==> config.mk <==
export PLATFORM = sky130hd
export DESIGN_NAME = qqspi_arbiter
export DESIGN_NICKNAME = d
export VERILOG_FILES = /design/src/rtl/qqspi_pkg.sv /design/src/rtl/qqspi_arbiter_rr_arb2.sv /design/src/rtl/qqspi_arbiter.sv
export SDC_FILE = /design/constraint.sdc
export NUM_CORES = 1
export LEC_CHECK = 0
export ABC_CLOCK_PERIOD_IN_PS = 2100
export BUFFER_PORTS_ARGS = -buffer_cell sky130_fd_sc_hd__buf_4
export CAP_MARGIN = 20
export CORE_MARGIN = 4
export CORE_UTILIZATION = 42
export CTS_CLUSTER_DIAMETER = 200
export CTS_CLUSTER_SIZE = 30
export DETAILED_ROUTE_END_ITERATION = 10
export MAX_ROUTING_LAYER = met4
export PLACE_DENSITY = 0.87
export SLEW_MARGIN = 20
export SYNTH_ARGS = -nofsm -noshare
export SYNTH_HDL_FRONTEND = slang
export SYNTH_SLANG_ARGS = --single-unit
==> constraint.sdc <==
create_clock -name clk -period 2.1 [get_ports clk]
set_input_delay 0.105 -clock clk [delete_from_list [all_inputs] [get_ports clk]]
set_output_delay 0.105 -clock clk [all_outputs]
set_load 0.02 [all_outputs]
==> src/rtl/qqspi_pkg.sv <==
`timescale 1ns/1ps
`default_nettype none
// ============================================================================
// Module  : qqspi_pkg
// Brief   : Shared types and constants for the two-port qqspi arbiter.
// Revision: 1.0 - initial release
// ============================================================================
package qqspi_pkg;

   // Arbiter sequencing: wait for a request, wait for qqspi, answer requester
   typedef enum logic [1:0] {
      ST_IDLE = 2'd0,
      ST_BUSY = 2'd1,
      ST_RESP = 2'd2
   } arb_state_t;

   // Default memory windows (start inclusive, end exclusive)
   localparam logic [31:0] DEF_FLASH_START = 32'h2000_0000;
   localparam logic [31:0] DEF_FLASH_END   = 32'h2100_0000;
   localparam logic [31:0] DEF_PSRAM_START = 32'h8000_0000;
   localparam logic [31:0] DEF_PSRAM_END   = 32'h8100_0000;

   // Latched request; addr is already the qqspi word address
   typedef struct packed {
      logic [22:0] addr;
      logic [31:0] wdata;
      logic [3:0]  wstrb;
   } mem_req_t;

   // Half-open window test [lo, hi)
   function automatic logic in_window(input logic [31:0] a,
                                      input logic [31:0] lo,
                                      input logic [31:0] hi);
      return (a >= lo) && (a < hi);
   endfunction

   // One-hot per-port mask for a port index
   function automatic logic [1:0] port_mask(input logic p);
      return p ? 2'b10 : 2'b01;
   endfunction

endpackage
`default_nettype wire

==> src/rtl/qqspi_arbiter_rr_arb2.sv <==
`timescale 1ns/1ps
`default_nettype none
// ============================================================================
// Module  : rr_arb2
// Brief   : Two-input round-robin picker (combinational). On a tie the port
//           that was not served last wins.
// Revision: 1.0 - initial release
// ============================================================================
module rr_arb2 (
   input  logic [1:0] req,
   input  logic       last,
   output logic       grant,
   output logic       any
);

   // Pick the single requester, or alternate away from last on a tie
   always_comb begin
      any = |req;
      if (req == 2'b11) begin
         grant = ~last;
      end else begin
         grant = req[1];
      end
   end

endmodule
`default_nettype wire

==> src/rtl/qqspi_arbiter.sv <==
`timescale 1ns/1ps
`default_nettype none
// ============================================================================
// Module  : qqspi_arbiter
// Brief   : Shares one qqspi controller between two requesters. Round-robin
//           grant locked for the whole transaction, flash/PSRAM decode, and
//           local fault response for flash writes and unmapped addresses.
// Revision: 1.0 - initial release
// ============================================================================
module qqspi_arbiter
   import qqspi_pkg::*;
#(
   parameter logic [31:0] FLASH_START = DEF_FLASH_START,
   parameter logic [31:0] FLASH_END   = DEF_FLASH_END,
   parameter logic [31:0] PSRAM_START = DEF_PSRAM_START,
   parameter logic [31:0] PSRAM_END   = DEF_PSRAM_END
) (
   input  logic        clk,
   input  logic        rst_n,
   input  logic [1:0]  s_valid,
   input  logic [31:0] s_addr0,
   input  logic [31:0] s_addr1,
   input  logic [31:0] s_wdata0,
   input  logic [31:0] s_wdata1,
   input  logic [3:0]  s_wstrb0,
   input  logic [3:0]  s_wstrb1,
   output logic [1:0]  s_ready,
   output logic [1:0]  s_fault,
   output logic [31:0] s_rdata,
   output logic        m_valid,
   output logic [22:0] m_addr,
   output logic [31:0] m_wdata,
   output logic [3:0]  m_wstrb,
   output logic        m_psram,
   input  logic        m_ready,
   input  logic [31:0] m_rdata,
   output logic        grant
);

   arb_state_t  state_q,   state_d;
   logic        last_q,    last_d;
   logic        grant_q,   grant_d;
   mem_req_t    req_q,     req_d;
   logic        m_valid_q, m_valid_d;
   logic        m_psram_q, m_psram_d;
   logic [1:0]  s_ready_q, s_ready_d;
   logic [1:0]  s_fault_q, s_fault_d;
   logic [31:0] s_rdata_q, s_rdata_d;

   logic        arb_grant;
   logic        arb_any;
   logic [31:0] sel_addr;
   logic [31:0] sel_wdata;
   logic [3:0]  sel_wstrb;
   logic        sel_flash;
   logic        sel_psram;

   rr_arb2 u_rr_arb2 (
      .req   (s_valid),
      .last  (last_q),
      .grant (arb_grant),
      .any   (arb_any)
   );

   // Mux the winning port's request and decode its target window
   always_comb begin
      sel_addr  = arb_grant ? s_addr1  : s_addr0;
      sel_wdata = arb_grant ? s_wdata1 : s_wdata0;
      sel_wstrb = arb_grant ? s_wstrb1 : s_wstrb0;
      sel_flash = in_window(sel_addr, FLASH_START, FLASH_END);
      sel_psram = in_window(sel_addr, PSRAM_START, PSRAM_END);
   end

   // Next-state logic: grant/latch in IDLE, wait for qqspi in BUSY,
   // one-cycle response in RESP. Response outputs default low every cycle.
   always_comb begin
      state_d   = state_q;
      last_d    = last_q;
      grant_d   = grant_q;
      req_d     = req_q;
      m_valid_d = m_valid_q;
      m_psram_d = m_psram_q;
      s_ready_d = 2'b00;
      s_fault_d = 2'b00;
      s_rdata_d = 32'h0;
      case (state_q)
         ST_IDLE: begin
            if (arb_any) begin
               grant_d     = arb_grant;
               last_d      = arb_grant;
               req_d.addr  = {1'b0, sel_addr[23:2]};
               req_d.wdata = sel_wdata;
               req_d.wstrb = sel_wstrb;
               // PSRAM is checked first so it accepts writes even if the
               // windows were ever configured to overlap
               if (sel_psram) begin
                  m_valid_d = 1'b1;
                  m_psram_d = 1'b1;
                  state_d   = ST_BUSY;
               end else if (sel_flash && (sel_wstrb == 4'b0000)) begin
                  m_valid_d = 1'b1;
                  m_psram_d = 1'b0;
                  state_d   = ST_BUSY;
               end else begin
                  m_psram_d = 1'b0;
                  s_ready_d = port_mask(arb_grant);
                  s_fault_d = port_mask(arb_grant);
                  state_d   = ST_RESP;
               end
            end
         end
         ST_BUSY: begin
            if (m_ready) begin
               m_valid_d = 1'b0;
               s_ready_d = port_mask(grant_q);
               // Writes return zero regardless of what qqspi drives
               s_rdata_d = (req_q.wstrb == 4'b0000) ? m_rdata : 32'h0;
               state_d   = ST_RESP;
            end
         end
         ST_RESP: begin
            state_d = ST_IDLE;
         end
         default: begin
            state_d = ST_IDLE;
         end
      endcase
   end

   // State and output registers with synchronous active-low reset
   always_ff @(posedge clk) begin
      if (!rst_n) begin
         state_q   <= ST_IDLE;
         last_q    <= 1'b1;
         grant_q   <= 1'b0;
         req_q     <= '0;
         m_valid_q <= 1'b0;
         m_psram_q <= 1'b0;
         s_ready_q <= 2'b00;
         s_fault_q <= 2'b00;
         s_rdata_q <= 32'h0;
      end else begin
         state_q   <= state_d;
         last_q    <= last_d;
         grant_q   <= grant_d;
         req_q     <= req_d;
         m_valid_q <= m_valid_d;
         m_psram_q <= m_psram_d;
         s_ready_q <= s_ready_d;
         s_fault_q <= s_fault_d;
         s_rdata_q <= s_rdata_d;
      end
   end

   assign s_ready = s_ready_q;
   assign s_fault = s_fault_q;
   assign s_rdata = s_rdata_q;
   assign m_valid = m_valid_q;
   assign m_addr  = req_q.addr;
   assign m_wdata = req_q.wdata;
   assign m_wstrb = req_q.wstrb;
   assign m_psram = m_psram_q;
   assign grant   = grant_q;

endmodule
`default_nettype wire

==> summary.md <==
STA classifies the critical path startpoint as a register. The largest voltage drop on the vdd net is 0.571 mV. Post-route standard cell area excluding fillers: 6600 µm². TritonCTS built the clock tree. The total leakage power is 3.65 nW, and the area added between synthesis and finish is 64.0%. The worst relative slew slack was 60.0%. Setup repair after global routing left no endpoint under its margin. Largest fanout on the critical path: 57. For the count of final hold-check violations, the log shows 0. At the worst endpoint, the arrival time is 2.00 ns.

Clock tree synthesis selected as its root buffer the cell clkbuf_8. The tools report the number of buffers inserted to repair setup after CTS as 0. The top flip-flop cell by instance count after synthesis was dfxtp_1.

The commonest non-fill, non-tap cell in the layout was buf_4. Timing would allow up to 588 MHz. In this run, placement finished with an instance count of 813. Of the available clock period, the critical path in the final layout requires 81.0%. The max-slew violation total from the final report was 0. In this run the core area contains 35 standard-cell rows. Buffers inserted during clock tree synthesis total 9.

For the worst slack at placement, the log shows 0.250 ns. The run finished with clean final reports. Setup violations remaining at the end of the flow were counted as 0. Across the routed clock network, the largest skew measured is 0.0126 ns.

Total power for the finished layout comes to 4.52 mW. The top cell types in the final layout, fill and taps aside, are 271 x buf_4, 122 x nand2_1, 100 x dfxtp_1, 63 x nand3_1, 59 x o211a_1. The source-to-sink clock delay at the later pin of the worst-skew pair is 0.36 ns. Measured on the finished design, the core utilization comes to 71.0%. Width of the die: 106 µm.

The remaining design rule violation count is 0, and the actual slew at the worst max-slew pin is 0.600 ns. The mux cell area share after synthesis is 0%. The largest area contributor in the synthesized netlist was dfxtp_1. The number of flops mapped to enable cells by yosys is 0, and the post-synthesis share of cell area spent on xor and xnor gates is 0%. The number of global-route vias before repair is 4418. In this run the number of H-tree levels came out at 3. The first global-routing pass estimated 21.4 mm of wire. The count of nets left with antenna violations after detail routing is 0, and the fraction of the mapped netlist area in compound gates is 17.2%. For the die outline area, the log shows 11200 µm². Yosys attributes the largest share of cell area to dfxtp_1 50%, o211a_1 15%, nand2_1 11%, nand3_1 7.8%, and2_1 5.0%. Across all hold checks on the routed design, the worst slack comes to 0.0709 ns.

The post-synthesis register bit count was 100. The worst setup path is captured at a register. Number of vias per cell: 5.03.

Max-cap violations in this run came to 0. Entering global routing, the biggest net connects 71 pins. The first routing iteration left 163 violations. The data required time of the critical path was 2.40 ns; the fraction of final layout cells sized beyond drive strength 1 was 40.3%. The detailed router placed 4332 vias in this run. Dividing the synthesized area by the synthesized cell count gives 8.92 µm². During synthesis, Yosys emitted a total of 0 warnings. The power per unit of standard cell area came out at 685 nW/µm². Wires add up to 14.1 mm. Counting along the longest clock path gives a buffer depth of 2.

The mapped cell area was 4020 µm²; the count of cell types in the netlist was 30. The layout has 682 filler cells. The synthesized netlist devotes 27.5% of its cell area to simple gates. After detailed routing, the average wire length per cell comes to 16.4 µm. The area share of fa/ha/maj cells after synthesis works out to 0%.

After routing, the total negative slack on setup checks comes to 0 ns. Counting every instance in the synthesized netlist gives 451. After legalization and detailed placement, the total HPWL measured 9.96 mm.

In this run the tool buffered the top-level ports with 265 buffer cells. For this run the aggregate overflow at the end of global routing stands at 0. Excluding fillers, the count of instances in the completed layout stands at 861.

Routability-driven placement finished with a final weighted congestion of 0.838. Counting flops with an async set or reset pin after synthesis yields a share of 0%. The tools report the number of primary I/O pins as 271. For this configuration, the core starts out at a cell density of 43.3%.

Counting every net in the synthesized netlist gives 624. The type of the setup path with the least slack is reg -> reg. The run gives 24.7% as the overall fraction of global-route tracks in use.

Largest family of logic cells by synthesized area: simple AND/OR/NAND/NOR gates. Summed over its instances, the top area cell type makes up 49.8% of the synthesized netlist area. The region available for standard cell placement spans 9280 µm². The clock sink count was 100; the register clock-pin slew on the reported worst setup and hold paths was 0.10 ns. The class of the tightest hold or removal check is in -> reg.

The logs give 6060 µm² for the post-place instance area and 49.8% for the sequential element share of the synthesized area. The repair_antennas step left the layout with diodes totalling 0. The number of antenna violations at the first check in global routing was 0; the setup slack of the critical path after layout was 0.398 ns. The number of nets at the end of the flow was 900. The clock period minus final worst setup slack came out at 1.70 ns. The first detailed-routing pass took 6 iterations. The height of the die works out to 106 µm.
sequential cells by signal, summed over array words and instances (netlist names), 2 cells and up:
| register | cells |
|---|---|
| m_wdata | 32 |
| s_rdata | 32 |
| m_addr | 22 |
| m_wstrb | 4 |
| s_fault | 2 |
| s_ready | 2 |
| state_q | 2 |
path summary, 6_finish.rpt:
check | cells after the start | endpoint | slack (ns) | from
setup reg to reg | 5 | m_psram | 0.40 | last_q
hold reg to reg | 1 | m_addr[13] | 0.51 | m_addr[13]
setup / recovery | 5 | m_psram | 0.40 | last_q
hold / removal | 2 | m_addr[20] | 0.07 | rst_n
synthesized netlist by cell type, types with 2 or more instances:
master    number
nand2_1      122
dfxtp_1      100
nand3_1       63
o211a_1       59
and2_1        32
clkbuf_1      31
nor2_1         8
clkbuf_8       5
buf_4          3
o21ai_0        3
a21boi_0       2
a311oi_1       2
a31o_1         2
nor3b_1        2
nor4_1         2
layer usage:
metal	part of all wire, %	track usage (%)	vias up
met1	38	25.3	2013
met3	8.2	7.47	27
li1	-	-	2098
met2	52	44.8	194
met4	2.3	8.23	0
met5	0	-	-
worst max-delay path, stage by stage (launching register included):
cell      delay (ns)
dfxtp_1         0.36
a21boi_4        0.28
buf_4           0.56
nand4_1         0.17
nand3b_1        0.13
o211a_1         0.14
logic make-up after synthesis:
logic type	count (synthesis)
DFF	100
buffers and inverters	40
other	1
AOI/OAI and AO/OA	72
and+or+nand+nor	238
timing repair:
item	in CTS	in global routing
hold buffers	32	0
gates resized for setup	0	0
hold endpoints to repair	32	0
power by group:
| group | total [mW] | switching [mW] | leakage, nW | internal (mW) |
|---|---|---|---|---|
| clock | 1.32 | 0.732 | 0.107 | 0.587 |
| sequential | 2.10 | 0.0733 | 0.822 | 2.03 |
| combinational | 1.10 | 0.534 | 2.72 | 0.566 |
layout make-up:
cell class / count / area, µm² / area share, %
clock buffer: 9 / 124 / 1.88
clock inverter: 7 / 93.8 / 1.42
multi-input combinational: 311 / 1820 / 27.6
sequential: 100 / 2000 / 30.4
tap: 129 / 161 / 2.45
timing repair buffer: 305 / 2390 / 36.3
Note: power is estimated with default switching activity, not from simulation.
